$ cat config.mk
export PLATFORM = sky130hd
export DESIGN_NAME = egress_port_tx
export DESIGN_NICKNAME = d
export VERILOG_FILES = /design/src/rtl/egress_port_tx.sv
export SDC_FILE = /design/constraint.sdc
export NUM_CORES = 1
export LEC_CHECK = 0
export BUFFER_PORTS_ARGS = -buffer_cell sky130_fd_sc_hd__buf_2
export CAP_MARGIN = 20
export CORE_UTILIZATION = 43
export CTS_CLUSTER_SIZE = 28
export DETAILED_ROUTE_END_ITERATION = 12
export HOLD_SLACK_MARGIN = 0.03
export PLACE_DENSITY = 0.76
export SLEW_MARGIN = 10
export SYNTH_ARGS = -nofsm -noshare
export SYNTH_HDL_FRONTEND = slang
export SYNTH_SLANG_ARGS = --single-unit
export TNS_END_PERCENT = 1
$ cat constraint.sdc
create_clock -name clk -period 1.7 [get_ports clk]
set_input_delay 0.17 -clock clk [delete_from_list [all_inputs] [get_ports clk]]
set_output_delay 0.17 -clock clk [all_outputs]
set_load 0.01 [all_outputs]
$ cat src/rtl/egress_port_tx.sv
// rtl/egress_port_tx.sv - FIFO-to-stream egress transmitter with SOP/EOP framing checks and packet counter
// Optional feature macro: INTER_PKT_GAP_EN (idle gap of IPG_CYCLES clocks after every accepted EOP).
module egress_port_tx #(
  parameter int FIFO_W     = 34,
  parameter int DATA_W     = 32,
  parameter int CNT_W      = 16,
  parameter int IPG_CYCLES = 12
) (
  input  logic              clk,
  input  logic              reset,
  output logic              rdEnable,
  input  logic [FIFO_W-1:0] fifo_outData,
  input  logic              fifo_empty,
  output logic              tx_valid,
  output logic [DATA_W-1:0] tx_data,
  output logic              tx_sop,
  output logic              tx_eop,
  input  logic              tx_ready,
  output logic [CNT_W-1:0]  pkt_count,
  output logic              err_framing
);

  if (FIFO_W != DATA_W + 2 || IPG_CYCLES < 1) begin : g_bad_cfg
    $error("egress_port_tx: FIFO_W must equal DATA_W+2 and IPG_CYCLES must be at least 1");
  end

  typedef enum logic [1:0] {
    S_IDLE    = 2'd0,
    S_RD_WAIT = 2'd1,
    S_HOLD    = 2'd2,
    S_GAP     = 2'd3
  } state_t;

  state_t state;
  state_t state_n;
  logic   in_pkt;

  logic              w_sop;
  logic              w_eop;
  logic [DATA_W-1:0] w_data;
  logic              orphan;
  logic              accept;

  assign w_sop  = fifo_outData[FIFO_W-1];
  assign w_eop  = fifo_outData[FIFO_W-2];
  assign w_data = fifo_outData[DATA_W-1:0];
  assign orphan = !in_pkt && !w_sop;
  assign accept = tx_valid && tx_ready;

`ifdef INTER_PKT_GAP_EN
  localparam int GAP_W = $clog2(IPG_CYCLES + 1);
  logic [GAP_W-1:0] gap_cnt;

  always_ff @(posedge clk or negedge reset) begin
    if (!reset) begin
      gap_cnt <= '0;
    end else if (state == S_GAP) begin
      gap_cnt <= gap_cnt + GAP_W'(1);
    end else begin
      gap_cnt <= '0;
    end
  end
`endif

  always_ff @(posedge clk or negedge reset) begin
    if (!reset) begin
      state <= S_IDLE;
    end else begin
      state <= state_n;
    end
  end

  always_comb begin
    state_n = state;
    case (state)
      S_IDLE: begin
        if (!fifo_empty) state_n = S_RD_WAIT;
      end
      S_RD_WAIT: begin
        state_n = orphan ? S_IDLE : S_HOLD;
      end
      S_HOLD: begin
        if (accept) begin
          if (!fifo_empty) state_n = S_RD_WAIT;
          else             state_n = S_IDLE;
`ifdef INTER_PKT_GAP_EN
          if (tx_eop) state_n = S_GAP;
`endif
        end
      end
`ifdef INTER_PKT_GAP_EN
      S_GAP: begin
        if (gap_cnt == GAP_W'(IPG_CYCLES - 1)) state_n = S_IDLE;
      end
`endif
      default: state_n = S_IDLE;
    endcase
  end

  // The read strobe must agree exactly with the transitions into RD_WAIT above.
  always_comb begin
    rdEnable = 1'b0;
    case (state)
      S_IDLE: rdEnable = !fifo_empty;
      S_HOLD: begin
        rdEnable = accept && !fifo_empty;
`ifdef INTER_PKT_GAP_EN
        if (tx_eop) rdEnable = 1'b0;
`endif
      end
      default: rdEnable = 1'b0;
    endcase
    if (!reset) rdEnable = 1'b0;
  end

  always_ff @(posedge clk or negedge reset) begin
    if (!reset) begin
      tx_valid    <= 1'b0;
      tx_data     <= '0;
      tx_sop      <= 1'b0;
      tx_eop      <= 1'b0;
      in_pkt      <= 1'b0;
      pkt_count   <= '0;
      err_framing <= 1'b0;
    end else begin
      err_framing <= 1'b0;
      case (state)
        S_RD_WAIT: begin
          // A second SOP is flagged but still starts a fresh packet.
          err_framing <= orphan || (w_sop && in_pkt);
          if (!orphan) begin
            tx_valid <= 1'b1;
            tx_data  <= w_data;
            tx_sop   <= w_sop;
            tx_eop   <= w_eop;
          end
        end
        S_HOLD: begin
          if (accept) begin
            tx_valid <= 1'b0;
            in_pkt   <= (tx_sop || in_pkt) && !tx_eop;
            if (tx_eop) pkt_count <= pkt_count + CNT_W'(1);
          end
        end
        default: ;
      endcase
    end
  end

endmodule

---- Word level (Yosys, flattened, before mapping) ----
Index checks and enable logic that the tools add are counted.
word-level totals
  flip-flop bits (word level) ............. 55
  input bits .............................. 38
  output and inout bits ................... 53
  logic and storage cells ................. 44
cells by class
  $add $sub $neg .......................... 1
  eq/ne operators ......................... 5
  muxes and demuxes ....................... 11
  bitwise gates (word level) .............. 1
  reductions and logical operators ........ 18
operators with widths
  operator                 count
  $add A16 B1 Y16 const B  1
  $mux W2                  3
  $ne A2 B2 Y1 const B     3
  $pmux W2 S3              1
  $reduce_and A2 Y1        3
  $reduce_and A3 Y1        2
  $logic_and A1 B1 Y1      5
  $mux W1                  5
  $logic_not A1 Y1         4
  $pmux W1 S2              2
  $eq A2 B1 Y1 const B     1
  $eq A2 B2 Y1 const B     1
  $logic_not A2 Y1         1
  $logic_or A1 B1 Y1       2
  $reduce_bool A2 Y1       1
  $not A1 Y1               1

---- Logic depth before layout (Yosys ltp) ----
Gate-level depths: netlist of the first run.
  word-level depth ........................ 4
  mapped depth ............................ 6
  depth with buffers taken out ............ 5

---- Worst setup path before layout of the first run ----
OpenSTA, ideal clock, no wires.
  path kind ............................... flip-flop to flip-flop
  start ................................... register state[1]
  end ..................................... register tx_data[24]
  setup time .............................. 0.125 ns
  data arrival time ....................... 1.462 ns
  required time ........................... 1.575 ns
  setup slack ............................. 0.114 ns
  cell stages (with the launch flop) ...... 5
  buffers on the path ..................... 1
  period minus slack after synthesis ...... 1.586 ns
  cells stage by stage .................... dfrtp_1 nand2b_1 nor2_2 buf_2 mux2_2
between the ends
  cells in the longest elaborated chain, start to end .. 2
ends and longest elaborated chain
  item                         RTL line  RTL
  from (decl)                  34        state_t state;
  from (signal assigned)       69        state <= state_n;
  $eq A2 B1 Y1                 127       case (state)
  $reduce_and A2 Y1 (no line)  -
  to (signal assigned)         133       tx_data <= w_data;
  to (decl)                    15        output logic [DATA_W-1:0] tx_data,
Every way passes these cells.
A chain may end at the register's enable or synchronous reset.

---- Worst setup path in the final report of the first run ----
  start ................................... register pkt_count[1]
  end ..................................... register pkt_count[10]
between the ends
  cells in the longest elaborated chain, start to end .. 1
ends and longest elaborated chain
  item                    RTL line  RTL
  from (decl)             19        output logic [CNT_W-1:0] pkt_count,
  from (signal assigned)  142       if (tx_eop) pkt_count <= pkt_count + CNT_W'(1);
  $add A16 B1 Y16         142
Every way passes these cells.

==> impl_results.md, run 1 <==
- Storage element area: 1380 sq um
- Port buffer count: 90
- Max-cap violation count: 0
- Hold slack: 0.0786 ns
- Leak: 1.46 nW
- Number of diodes: 0
- Clk Latency, worst-skew pair: 0.30 ns
- WS Path Type: reg2reg
- Initial Utilization: 0.454
- Setup bufs post-CTS: 0
- Critical path peak fanout: 5
- Most frequent cells in the layout: buf_2, dfrtp_1, mux2_2
- Status: finished clean
- Multi-input gate area: 792 sq um
- Io pins: 91
- Normalized max-slew margin: 0.555
- Syn Area/Cell: 14.2 sq um
- Post-synthesis sequential area ratio: 0.629
- Vias in the first global route: 1,538
- Post-DRT Antenna Nets: 0
- Netlist cell types: 26
- Final hold vios: 0
- First-pass GRT wire length: 7.05 mm
- Placed inst area: 2780 sq um
- Worst Setup End Kind: flip-flop
- Final net count: 296
- RePlAce Congestion: 0.742
- GRT Total Usage: 0.174
- Synth Register Bits: 55
- Max stage delay cell, worst path: or4_4
- Die area: 5380 sq um
- HPWL Detailed: 3.14 mm
- Die X: 73.3 um
- Share of cells above drive strength 1: 0.568
- Std cell rows: 25
- CORE AREA: 4820 sq um
- Root Buffer: clkbuf_8
- Worst Skew: 0.00494 ns
- Fin crit period: 1.63 ns
- Power Total: 0.00462 W
- Mapped Cells: 154
- Least-Margin Pin Slew: 0.667 ns
- Max Fclk: 0.613 GHz
- Highest ir drop seen on vdd: 0.861 mV
- Max incr delay on CP: 0.53 ns
- CTS sink count: 55
- Vias/cell: 4.74
- Clock Pin Slew Worst Setup and Hold Paths: 0.09 ns
- Total number of vias: 1,536
- Initial drt markers: 24
- H-tree depth: 2
- CTS Buffer Depth: 2
- CTS tree: yes
- Final routed DRC violation total: 0
- Num CTS Buffers: 5
- Antenna violations before repair: 0
- Cell breakdown of the critical path: ha_2 -> nand3_1 -> or4_4 -> nor2_1 -> xor2_1
- Commonest non-fill, non-tap cell in the layout: buf_2
- Die Ht: 73.3 um
- Drt wl/cell: 13.3 um
- FILL cells: 412
- DR pass1 iterations: 4
- Design Area, Final: 2920 sq um
- Power per cell area: 1580 nW/um^2
- Layout area overhead: 33.7%
- Arrival @ worst endpoint: 1.85 ns
- Total congestion overflow: 0
- Period utilization: 0.960
- Hold WC Path Type: in2reg
- Yosys warns: 0
- Fin. max-slew vios: 0
- Largest net degree at the start of global routing: 56
- Setup Viol. Count Final: 0
- RSZ-0062 raised after global routing: yes
- Synth Cell Area: 2190 sq um
- Net Count, Synth: 194
- Worst setup SP type: flip-flop
- CP required: 1.92 ns
- Final wirelength: 4.30 mm
[per-layer routing]
| metal | GRT usage | vias up | routed length, um |
|---|---|---|---|
| met3 | 0.0480 | 6 | 252 |
| met2 | 0.272 | 66 | 2020 |
| met5 | 0 | - | 0 |
| li1 | - | 739 | - |
| met4 | 0.0641 | 0 | 59 |
| met1 | 0.233 | 725 | 1970 |
[cells in the mapped netlist (all sizes together)]
cell type / count / area share
buf: 3 / 0.0091
o22ai: 1 / 0.0029
nor2: 8 / 0.015
o21ai: 1 / 0.0023
dfrtp: 55 / 0.63
and2: 1 / 0.0029
and3: 3 / 0.0086
nand3: 2 / 0.0046
a211oi: 1 / 0.0034
nand2: 11 / 0.019
xnor2: 9 / 0.036
mux2: 34 / 0.18
nor4: 1 / 0.0029
a21o: 1 / 0.0034
nand2b: 1 / 0.0029
nand4b: 1 / 0.011
nand4: 6 / 0.017
nor3: 1 / 0.0023
inv: 3 / 0.0051
and4b: 1 / 0.0046
a21oi: 1 / 0.0023
ha: 2 / 0.011
xor2: 6 / 0.024
or4: 1 / 0.0051
[repair_timing]
action,CTS,global route
gates resized for setup,0,5
hold buffers,2,0
setup endpoints to repair,0,4
endpoints found under the hold margin,56,0
[cells by family (layout without fill, tap and decap cells)]
family / after synthesis / count (layout) / share of synthesized area
flip-flops: 55 / 55 / 0.629
buffers and inverters: 6 / 109 / 0.0143
adder cells (fa/ha/maj): 2 / 2 / 0.0114
multiplexers: 34 / 34 / 0.175
XOR/XNOR: 15 / 15 / 0.0601
AO/OA/AOI/OAI: 5 / 5 / 0.0143
AND/OR/NAND/NOR: 37 / 37 / 0.0955
[area by class of cell]
cell class | instances | area share
well taps | 67 | 0.0287
clock buffers | 6 | 0.0282
flip-flops and latches | 55 | 0.472
clock inverters | 2 | 0.0120
inverters | 3 | 0.00385
repair buffers | 98 | 0.185
multi-input cells | 93 | 0.271
[metrics by stage]
step                      TNS (ns)  setup slack [ns]  utilization  std cells
after CTS                        0            0.0233        0.605        324
after floorplan                  0             0.114            -        154
after global routing       -0.0174           -0.0105        0.607        324
after global placement           0             0.159        0.576        314
final                            0            0.0687        0.607        324
after detailed placement         0            0.0630        0.576        314
[flip-flops by register name, indices dropped and copies added (netlist names)]
name,count
tx_valid,1
pkt_count,16
tx_eop,1
tx_data,32
err_framing,1
tx_sop,1
state,2
in_pkt,1
[final timing paths]
| kind | from | endpoint | slack, ns | cells past startpoint |
|---|---|---|---|---|
| min reg2reg | pkt_count[15] | pkt_count[15] | 0.47 | 1 |
| max in group asynchronous | reset | tx_valid | 0.67 | 3 |
| min | fifo_outData[32] | tx_eop | 0.08 | 3 |
| min in group asynchronous | reset | tx_sop | 0.56 | 3 |
| max reg2reg | pkt_count[1] | pkt_count[10] | 0.07 | 5 |
| max | pkt_count[1] | pkt_count[10] | 0.07 | 5 |
[power by group]
part           switching, W  leakage, nW  internal (W)
sequential         0.000294        0.676       0.00181
clock              0.000400       0.0612      0.000477
combinational      0.000751        0.725      0.000896
total               0.00144         1.46       0.00318
[worst max-delay path, delay by kind of cell, from the launching register on]
family | cells | cell delay, ns
xor gates and xnor gates | 1 | 0.18
adders and majority gates | 1 | 0.21
and+or+nand+nor | 3 | 0.76
DFF | 1 | 0.41
No activity file was read; power rests on OpenSTA's default activity.
==> inputs of run 2 (changes only) <==
--- a/config.mk
+++ b/config.mk
@@ -11,7 +11,7 @@
 export CTS_CLUSTER_SIZE = 28
 export DETAILED_ROUTE_END_ITERATION = 12
 export HOLD_SLACK_MARGIN = 0.03
-export PLACE_DENSITY = 0.76
+export PLACE_DENSITY = 0.86
 export SLEW_MARGIN = 10
 export SYNTH_ARGS = -nofsm -noshare
 export SYNTH_HDL_FRONTEND = slang
==> run 2 against run 1 <==
Die area unchanged; count of clock-buffer cells in the layout unchanged; highest routed layer unchanged; largest cell class unchanged; critical path type unchanged; core utilization down 0.65 points; critical path depth did not move; first-iteration DRC count grew 120%; worst hold slack improved by 0.0037 ns.
==> impl_results.md, run 2 (synthesis results as in run 1) <==
- Vias in the first global route: 1,543 (was 1,538)
- Worst setup margin: 0.0907 ns (was 0.0687 ns)
- Number of diodes: 0 (unchanged)
- Num CTS Buffers: 5 (unchanged)
- Pint: 0.00302 W (was 0.00318 W)
- Final net count: 297 (was 296)
- WS Path Type: reg2reg (unchanged)
- Normalized max-slew margin: 0.547 (was 0.555)
- Max-cap violation count: 0 (unchanged)
- Depth of the most critical reg-to-reg path: 5 (unchanged)
- RePlAce Congestion: 0.779 (was 0.742)
- Sw Ratio: 0.323 (was 0.312)
- Leak: 1.45 nW (was 1.46 nW)
- Port buffer count: 90 (unchanged)
- Power Total: 0.00446 W (was 0.00462 W)
- Hold WC Path Type: in2reg (unchanged)
- Root Buffer: clkbuf_8 (unchanged)
- Critical path peak fanout: 5 (unchanged)
- Period utilization: 0.947 (was 0.960)
- Design Area, Final: 2890 sq um (was 2920 sq um)
- Top Family by Delay on Critical Path: simple AND/OR/NAND/NOR gates (unchanged)
- Max stage delay cell, worst path: or4_4 (unchanged)
- Final routed DRC violation total: 0 (unchanged)
- TNS Setup: 0 ns (unchanged)
- Seq pwr share: 0.469 (was 0.454)
- Final hold vios: 0 (unchanged)
- Hold Path End: tx_eop (unchanged)
- Setup bufs post-CTS: 0 (unchanged)
- Final std cells w/o fill: 324 (unchanged)
- CTS Buffer Depth: 2 (unchanged)
- Placement Setup Slack: 0.107 ns (was 0.0630 ns)
- Max Fclk: 0.621 GHz (was 0.613 GHz)
- Total congestion overflow: 0 (unchanged)
- Fin crit period: 1.61 ns (was 1.63 ns)
- CP Buf/Inv Count: 0 (unchanged)
- First-pass GRT wire length: 6.76 mm (was 7.05 mm)
- Initial Utilization: 0.454 (unchanged)
- Largest regs: tx_data (32), pkt_count (16), state (2) (unchanged)
- CP required: 1.93 ns (was 1.92 ns)
- Final wirelength: 4.22 mm (was 4.30 mm)
- Worst Setup End Kind: flip-flop (unchanged)
- Max incr delay on CP: 0.53 ns (about the same)
- Placed cells: 315 (was 314)
- Comb pwr share: 0.372 (was 0.356)
- Post-DRT Antenna Nets: 0 (unchanged)
- Total number of vias: 1,557 (was 1,536)
- Largest net degree at the start of global routing: 56 (unchanged)
- Max reg flops: 32 (unchanged)
- Placed inst area: 2770 sq um (was 2780 sq um)
- CTS sink count: 55 (unchanged)
- Top reg by flops: tx_data (unchanged)
- Cell breakdown of the critical path: ha_2 -> nand3_1 -> or4_4 -> nor2_2 -> xor2_1 (was ha_2 -> nand3_1 -> or4_4 -> nor2_1 -> xor2_1)
- H-tree depth: 2 (unchanged)
- Hold Path Cell Cnt: 3 (unchanged)
- Std cell rows: 25 (unchanged)
- Die area: 5380 sq um (unchanged)
- Io pins: 91 (unchanged)
- Clk Latency, worst-skew pair: 0.30 ns (about the same)
- DR pass1 iterations: 2 (was 4)
- Share of cells above drive strength 1: 0.568 (unchanged)
- GRT Total Usage: 0.167 (was 0.174)
- FILL cells: 404 (was 412)
- Fin. max-slew vios: 0 (unchanged)
- Least-Margin Pin Slew: 0.680 ns (was 0.667 ns)
- RSZ-0062 raised after global routing: no (was yes)
- Setup Viol. Count Final: 0 (unchanged)
- Min-delay src: fifo_outData[32] (unchanged)
- Highest ir drop seen on vdd: 0.824 mV (was 0.861 mV)
- CTS tree: yes (unchanged)
- Clock Pin Slew Worst Setup and Hold Paths: 0.09 ns (about the same)
- Initial drt markers: 52 (was 24)
- Worst Skew: 0.00952 ns (was 0.00494 ns)
- Layout area overhead: 32.3% (was 33.7%)
- Status: finished clean (unchanged)
- Antenna violations before repair: 0 (unchanged)
- Drt wl/cell: 13.0 um (was 13.3 um)
- Reg2reg setup slack: 0.09 ns (was 0.07 ns)
- R2R Path End: pkt_count[14] (was pkt_count[10])
- Die X: 73.3 um (unchanged)
- Power per cell area: 1540 nW/um^2 (was 1580 nW/um^2)
- Commonest non-fill, non-tap cell in the layout: buf_2 (unchanged)
- Worst setup SP type: flip-flop (unchanged)
- Clock share of power: 0.159 (was 0.190)
- CORE AREA: 4820 sq um (unchanged)
- Vias/cell: 4.81 (was 4.74)
- Die Ht: 73.3 um (unchanged)
- Reg2reg start: pkt_count[1] (unchanged)
- HPWL Detailed: 3.08 mm (was 3.14 mm)
- Most frequent cells in the layout: buf_2, dfrtp_1, mux2_2 (unchanged)
- P_sw: 0.00144 W (about the same)
- Arrival @ worst endpoint: 1.84 ns (was 1.85 ns)
==> run 2: stage by stage <==
stage	hold slack, ns	util
floorplan	-0.126	-
global placement	0.343	0.575
detailed placement	0.361	0.575
CTS	0.0720	0.599
global route	0.0832	0.601
finish	0.0823	0.601
==> run 2: final cells by class <==
type | instances | area [sq um] | area share
Clock buffer | 6 | 82.6 | 0.0285
Clock inverter | 1 | 5.00 | 0.00173
Inverter | 3 | 11.3 | 0.00389
Multi-Input combinational cell | 93 | 797 | 0.276
Sequential cell | 55 | 1380 | 0.476
Tap cell | 67 | 83.8 | 0.0290
Timing Repair Buffer | 99 | 536 | 0.185
==> run 2: power by group through the flow <==
stage | clock network, W | registers [W] | logic [W]
4_1_cts | 0.000738 | 0.00210 | 0.00169
3_3_place_gp | 0 | 0.00208 | 0.00162
3_5_place_dp | 0 | 0.00212 | 0.00167
2_1_floorplan | 0 | 0.00233 | 0.000703
5_1_grt | 0.000770 | 0.00216 | 0.00181
6_report | 0.000708 | 0.00209 | 0.00166
==> run 2: worst max-delay path by stage <==
stage / startpoint / end / slack [ns] / cells past startpoint
6_report: pkt_count[1] / pkt_count[14] / 0.09 / 5
5_1_grt: pkt_count[1] / pkt_count[10] / 0.02 / 5
4_1_cts: tx_valid / rdEnable / 0.05 / 4
3_5_place_dp: pkt_count[1] / pkt_count[14] / 0.11 / 5
3_3_place_gp: pkt_count[1] / pkt_count[12] / 0.18 / 5
2_1_floorplan: state[1] / tx_data[24] / 0.11 / 4
==> run 2: worst min-delay path, stage by stage <==
cell and delay [ns]:
buf_2 0.08, nand2_1 0.04, o21ai_0 0.06
==> run 2: per-layer routing <==
| layer | share of wire | wire length [um] | GRT usage |
|---|---|---|---|
| met5 | 0 | 0 | 0 |
| met4 | 0.010 | 42 | 0.0449 |
| met3 | 0.056 | 234 | 0.0480 |
| met2 | 0.51 | 2130 | 0.298 |
| met1 | 0.43 | 1810 | 0.196 |
==> run 2: timing repair <==
item / 4_1_cts / 5_1_grt
pin swaps: 0 / 0
endpoints found under the hold margin: 21 / 0
hold buffers: 2 / 0
setup endpoints to repair: 1 / 3
gates resized for setup: 1 / 4
